**src/rtl/vit_ctrl.sv**
```systemverilog
// vit_ctrl: frame sequencer and path-metric controller for the pipelined Viterbi decoder.
// Defining VIT_CTRL_STAT_EN adds norm_cnt, a saturating count of pm_norm pulses.
module vit_ctrl #(
   parameter int FRAME_LEN = 64,
   parameter int PIPE_LAT  = 8,
   parameter int NORM_THR  = 64
) (
   input  logic        clk,
   input  logic        rst,
   input  logic        frame_start,
   input  logic        sym_valid,
   output logic        sym_ready,
   input  logic [6:0]  PM_1,
   input  logic [6:0]  PM_2,
   input  logic [6:0]  PM_3,
   input  logic [6:0]  PM_4,
   output logic        pm_init,
   output logic        acs_en,
   output logic        pm_norm,
   output logic        dec_valid,
   input  logic        dec_ready,
   output logic        dec_last,
   output logic        frame_done,
`ifdef VIT_CTRL_STAT_EN
   output logic [15:0] norm_cnt,
`endif
   output logic        busy
);

   localparam logic [2:0] IDLE  = 3'd0;
   localparam logic [2:0] INIT  = 3'd1;
   localparam logic [2:0] RUN   = 3'd2;
   localparam logic [2:0] FLUSH = 3'd3;
   localparam logic [2:0] DONE  = 3'd4;

   localparam logic [6:0] THR      = 7'(NORM_THR);
   localparam logic [7:0] LEN      = 8'(FRAME_LEN);
   localparam logic [7:0] LAST_IDX = 8'(FRAME_LEN - 1);

   logic [2:0]          state, state_nxt;
   logic [PIPE_LAT-1:0] tok;
   logic [7:0]          in_cnt, out_cnt;
   logic                stall, active, accept, xfer, pm_all_ge;

   assign dec_valid = tok[PIPE_LAT-1];
   assign dec_last  = dec_valid && (out_cnt == LAST_IDX);
   assign stall     = dec_valid && !dec_ready;
   assign active    = (state == RUN) || (state == FLUSH);
   assign acs_en    = active && !stall;
   assign sym_ready = (state == RUN) && !stall && (in_cnt < LEN);
   assign accept    = sym_valid && sym_ready;
   assign xfer      = dec_valid && dec_ready;
   assign pm_all_ge = (PM_1 >= THR) && (PM_2 >= THR) && (PM_3 >= THR) && (PM_4 >= THR);

   // The last byte can leave while still in RUN when PIPE_LAT is short, so both
   // RUN and FLUSH finish the frame on the dec_last transfer.
   always_comb begin
      state_nxt = state;
      case (state)
         IDLE:    if (frame_start) state_nxt = INIT;
         INIT:    state_nxt = RUN;
         RUN: begin
            if (xfer && dec_last)   state_nxt = DONE;
            else if (in_cnt == LEN) state_nxt = FLUSH;
         end
         FLUSH:   if (xfer && dec_last) state_nxt = DONE;
         DONE:    state_nxt = IDLE;
         default: state_nxt = IDLE;
      endcase
   end

   always_ff @(posedge clk or negedge rst) begin
      if (!rst) begin
         state      <= IDLE;
         tok        <= '0;
         in_cnt     <= '0;
         out_cnt    <= '0;
         pm_init    <= 1'b0;
         pm_norm    <= 1'b0;
         frame_done <= 1'b0;
         busy       <= 1'b0;
      end else begin
         state      <= state_nxt;
         pm_init    <= (state_nxt == INIT);
         busy       <= (state_nxt != IDLE);
         frame_done <= (state_nxt == DONE);
         // Never back-to-back, so the datapath PMs settle between subtractions.
         pm_norm    <= acs_en && pm_all_ge && !pm_norm &&
                       ((state_nxt == RUN) || (state_nxt == FLUSH));
         if (state == INIT) begin
            tok     <= '0;
            in_cnt  <= '0;
            out_cnt <= '0;
         end else begin
            if (acs_en) begin
               for (int i = PIPE_LAT - 1; i > 0; i--) tok[i] <= tok[i-1];
               tok[0] <= accept;
            end
            if (accept) in_cnt  <= in_cnt + 8'd1;
            if (xfer)   out_cnt <= out_cnt + 8'd1;
         end
      end
   end

`ifdef VIT_CTRL_STAT_EN
   always_ff @(posedge clk or negedge rst) begin
      if (!rst)
         norm_cnt <= '0;
      else if (pm_init)
         norm_cnt <= '0;
      else if (pm_norm && (norm_cnt != 16'hFFFF))
         norm_cnt <= norm_cnt + 16'd1;
   end
`endif

endmodule

```
**config.mk**
```make
export PLATFORM = sky130hd
export DESIGN_NAME = vit_ctrl
export DESIGN_NICKNAME = d
export VERILOG_FILES = /design/src/rtl/vit_ctrl.sv
export SDC_FILE = /design/constraint.sdc
export NUM_CORES = 1
export LEC_CHECK = 0
export BUFFER_PORTS_ARGS = -buffer_cell sky130_fd_sc_hd__clkbuf_2
export CELL_PAD_IN_SITES_DETAIL_PLACEMENT = 1
export CELL_PAD_IN_SITES_GLOBAL_PLACEMENT = 1
export CORE_MARGIN = 3
export CORE_UTILIZATION = 41
export CTS_CLUSTER_SIZE = 25
export DETAILED_ROUTE_END_ITERATION = 10
export HOLD_SLACK_MARGIN = 0.15
export PLACE_DENSITY = 0.88
export SLEW_MARGIN = 20
export SYNTH_ARGS = -nofsm -noshare
export SYNTH_HDL_FRONTEND = slang
export SYNTH_SLANG_ARGS = --single-unit
```
**constraint.sdc**
```tcl
create_clock -name clk -period 3.4 [get_ports clk]
set_input_delay 0.34 -clock clk [delete_from_list [all_inputs] [get_ports clk]]
set_output_delay 0.34 -clock clk [all_outputs]
set_load 0.1 [all_outputs]
```
* Word level (Yosys, flattened, before mapping)
Index checks and enable logic that the tools add are counted.
** Word-level totals
- Bits in registers :: 31
- Input bits :: 33
** Operators by class
- Multiplexer cells :: 11
- Eq/ne operators :: 9
- Reductions and logical operators :: 24
- Add/subtract/negate cells :: 2
- Order comparisons :: 5
** Operators by type and width (number)
- 8-bit two-way mux :: 6
- 7-bit greater-or-equal comparator, second input constant :: 4
- 8-bit by 1-bit adder with 8-bit output, second input constant :: 2
- 1-bit logical AND :: 14
- 3-bit by 2-bit equality test with 1-bit output, second input constant :: 4
- 3-bit two-way mux :: 4
- 3-bit case mux with 4 select lines :: 1
- 8-bit by 6-bit equality test with 1-bit output, second input constant :: 1
- 8-bit by 7-bit equality test with 1-bit output, second input constant :: 1
- 8-bit by 7-bit < comparator with 1-bit output, second input constant :: 1
- 3-bit by 1-bit equality test with 1-bit output, second input constant :: 2
- 2-bit nonzero test :: 3
- 3-bit equality test, second input constant :: 1
- 1-bit logical NOT :: 3
- 3-bit logical NOT :: 1
- 3-bit nonzero test :: 1
- 1-bit logical OR :: 2

* Logic depth before layout (Yosys ltp)
- Depth after elaboration :: 8
- Gate-level depth with buffers :: 6

* Worst setup path before layout
OpenSTA, ideal clock, no wires.
- Path kind :: flip-flop to output port
- From :: register tok[7]
- To :: output port sym_ready
- Data arrival time :: 5.458 ns
- Slack :: -2.398 ns
- Required time :: 3.060 ns
- Cell stages (with the launch flop) :: 5
- Cells stage by stage :: dfrtp_1 -> nor2b_1 -> nor2_1 -> buf_1 -> nor4b_1
** Between the ends
- Longest elaborated chain between the ends :: 4
** Ends and longest elaborated chain
- start: declaration :: line 41 : logic [PIPE_LAT-1:0] tok;
- start signal: assignment :: line 75 : tok <= '0;
- start signal: assignment :: line 91 : tok <= '0;
- 1-bit logical AND :: line 47 : assign stall = dec_valid && !dec_ready;
- 1-bit logical NOT :: line 50 : assign sym_ready = (state == RUN) && !stall && (in_cnt < LEN);
- 1-bit logical AND (2 in series) :: line 50
- end: declaration :: line 12 : output logic sym_ready,
Every way passes these cells.

* Worst setup path in the final report
- From :: register state[2]
- To :: output port sym_ready
** Between the ends
- Longest elaborated chain between the ends :: 3
** Ends and longest elaborated chain
- start: declaration :: line 40 : logic [2:0] state, state_nxt;
- start signal: assignment :: line 83 : state <= state_nxt;
- 3-bit by 2-bit equality test with 1-bit output :: line 50
- 1-bit logical AND (2 in series) :: line 50
Every way passes these cells.

==> impl_metrics.csv <==
group,metric,value,unit
run_status,run_status,"finished, final reports clean",
clock_network,clock_sinks,31,
worst_setup_path,cp.arrival,2.11,ns
grt,grt_pass1_wl,5350,um
cells_and_area,final_nets,190,
cells_and_area,final_layout_size_suffix_gt1_share,22.1,%
job,drv_cap,0,
pwr,cellLeakagePower,0.804,nW
timing,relSlewSlack,50.0,%
clock_network,cts-htree-levels,2,
die,core,3180,sq um
die,dieArea,4210,sq um
yosys,synthDistinctLibCells,37,
routing,drtPass1Iterations,4,
pwr,sw_frac_of_total,42.0,%
placement,dp.cells,190,
yosys,syn-num-nets,167,
clock_network,clk_pin_slew_worst_paths,0.09,ns
worst_setup_path,crit_path_end,"sym_ready",
clock_network,cts_made_buffers,5,
yosys,synth.avg_cell_area,10.8,sq um
grt,antenna_found_initial,0,
die,ios,41,
yosys,synth_top_area_cell,"dfrtp_1",
routing,vias,1067,
clock_network,clockBufferDepth,2,
routing,drc,0,
clock_network,clk_latency,0.33,ns
yosys,yosysWarnings,0,
worst_setup_path,critPathCaptureType,"output pin",
pwr,p_clk_share,16.5,%
yosys,ys_ff_latch,31,
timing,timing.fmax,409,MHz
cells_and_area,post-route-util,51.9,%
worst_hold_path,min_path_type,"input pin to flip-flop",
placement,gp_congestion,0.794,
pwr,combPwrFrac,37.5,%
yosys,netlist_area,1420,sq um
timing,worst-slew-pin-transition,0.750,ns
cells_and_area,register_area,776,sq um
timing,hold_violations,0,
worst_setup_path,crit_start,"state[2]$_DFF_PN0_",
die,rows,20,
yosys,syn_inst,131,
cells_and_area,multi_input_comb_area,643,sq um
yosys,yosys.area.top_type_share,54.6,%
grt,grt_pass1_vias,1180,
timing,hold_ws,0.258,ns
pwr,power.switching,559,uW
pwr,p_int,770,uW
routing,drtIter0Drc,49,
worst_setup_path,crit_required,3.06,ns
clock_network,cts_setup_buffers,0,
placement,post_dp_cell_area,1580,sq um
die,die_x,64.9,um
timing,slew_violations,0,
yosys,ys_seq_area_share,54.6,%
yosys,synth-edff-count,0,
worst_setup_path,r2r_cells,4,
placement,place.port_buffers,16,
yosys,ys.flop_type,"dfrtp_1",
cells_and_area,n_antenna_cell,0,
grt,grt_max_degree,32,
clock_network,cts-root-buf,"clkbuf_4",
timing,timing.final.crit_share,71.9,%
timing,fin_crit,2.45,ns
routing,wl_per_cell,15.7,um
grt,grt_overflow_total,0,
placement,dp_hpwl,2240,um
worst_setup_path,rrSetupSlack,1.21,ns
routing,viasPerCell,5.39,
timing,skew,0.0101,ns
timing,rsz0062_at_grt,"no",
pwr,power.share.sequential,46.0,%
worst_setup_path,r2r_end,"in_cnt[5]$_DFFE_PN0P_",
worst_setup_path,worstSetupPathType,"flip-flop to output pin",
routing,drt-total-wl,3110,um
routing,ant_nets,0,
pwr,powerDensity,805,nW/um^2
pwr,ir_worst_vdd,0.255,mV
die,die_h,64.9,um
worst_setup_path,cp_max_fo,11,
timing,setup_viol,0,
pwr,p_total,1.33,mW
yosys,synth_area_leaders,"dfrtp_1 (55%), nor2_1 (5.3%), mux2i_1 (4.2%)",
clock_network,cts_tree,"built",
yosys,async_flop_share,100,%
worst_setup_path,start_kind,"flip-flop",
cells_and_area,fin_area,1650,sq um
grt,track_usage,16.4,%
cells_and_area,syn_to_final_growth,16.2,%
die,initial_core_util,44.7,%
worst_setup_path,reg2reg_from,"state[0]$_DFF_PN0_",
cells_and_area,fillCellCount,358,
cells_and_area,final_cells,198,
==> per-stage QoR <==
stage / worst slack [ns] / setup TNS, ns
6_report: 0.955 / 0
5_1_grt: 0.835 / 0
4_1_cts: 0.937 / 0
3_5_place_dp: 1.23 / 0
3_3_place_gp: 1.30 / 0
2_1_floorplan: -0.354 / -0.354
==> layout by cell type, fill, tap and decap left out, types with 3 or more instances in the layout <==
cell type	netlist	layout
clkbuf_4	0	5
nand3_1	3	3
buf_4	0	3
a22o_1	3	3
nor2_1	20	20
nand2_1	9	9
dfrtp_1	31	31
clkbuf_2	0	16
and3_1	3	3
a21oi_1	5	5
ha_1	3	3
xor2_1	5	5
mux2i_1	6	6
nand4_1	4	4
==> power groups by stage <==
stage	clock, mW	combinational [mW]	sequential, mW
6_report	0.219	0.498	0.612
5_1_grt	0.244	0.553	0.629
4_1_cts	0.227	0.507	0.609
3_5_place_dp	0	0.503	0.615
3_3_place_gp	0	0.473	0.603
2_1_floorplan	0	0.363	0.624
==> routing by layer <==
metal / global-route usage, % / vias up / part of all wire, %
li1: - / 513 / -
met1: 19.8 / 528 / 46
met2: 28.0 / 21 / 49
met3: 4.85 / 5 / 4.6
met4: 4.75 / 0 / 0.58
met5: 0 / - / 0
==> logic make-up after synthesis <==
| logic type | Yosys count | synth area share (%) |
|---|---|---|
| xor gates and xnor gates | 7 | 4.32 |
| adders and majority gates | 3 | 2.64 |
| AOI/OAI and AO/OA | 16 | 7.75 |
| buffers and inverters | 6 | 1.59 |
| and+or+nand+nor | 61 | 24.1 |
| muxes | 7 | 5.02 |
| DFF | 31 | 54.6 |
==> repair_timing <==
action,CTS,global route
hold buffers,1,0
hold endpoints to repair,31,0
resized for setup,0,0
==> sequential cells by signal, indices dropped and copies added, names as in the netlist <==
name        cells
out_cnt         8
frame_done      1
state           3
tok             8
pm_norm         1
pm_init         1
in_cnt          8
busy            1
==> worst min path at each step <==
stage	slack, ns	cells after the start	from	end
4_1_cts	0.24	3	frame_start	pm_init$_DFF_PN0_
3_5_place_dp	0.45	1	rst	busy$_DFF_PN0_
3_3_place_gp	0.43	1	rst	busy$_DFF_PN0_
2_1_floorplan	0.04	0	rst	busy$_DFF_PN0_
6_report	0.26	3	frame_start	pm_init$_DFF_PN0_
5_1_grt	0.26	3	frame_start	pm_init$_DFF_PN0_
==> area by class of cell <==
type / count / share of cell area (%)
Multi-Input combinational cell: 94 / 39.0
Tap cell: 44 / 3.34
Sequential cell: 31 / 47.0
Timing Repair Buffer: 20 / 6.82
Clock inverter: 1 / 0.303
Clock buffer: 6 / 3.11
Inverter: 2 / 0.455
==> critical path, stage by stage (launching register included) <==
cell	delay, ns
dfrtp_1	0.48
nand2b_1	0.27
nor2_1	0.14
buf_4	0.19
nor4b_4	0.21
clkbuf_2	0.49
==> synth_stat cells, types with 2 or more instances <==
library cell	count
dfrtp_1	31
nor2_1	20
nand2_1	9
mux2i_1	6
a21oi_1	5
xor2_1	5
nand4_1	4
a22o_1	3
and3_1	3
clkbuf_1	3
ha_1	3
nand3_1	3
nor4_1	3
and2_1	2
inv_1	2
nand2b_1	2
nor3_1	2
nor4b_1	2
o21ai_0	2
o31ai_1	2
or4_1	2
xnor2_1	2
Note: power is estimated with default switching activity, not from simulation.
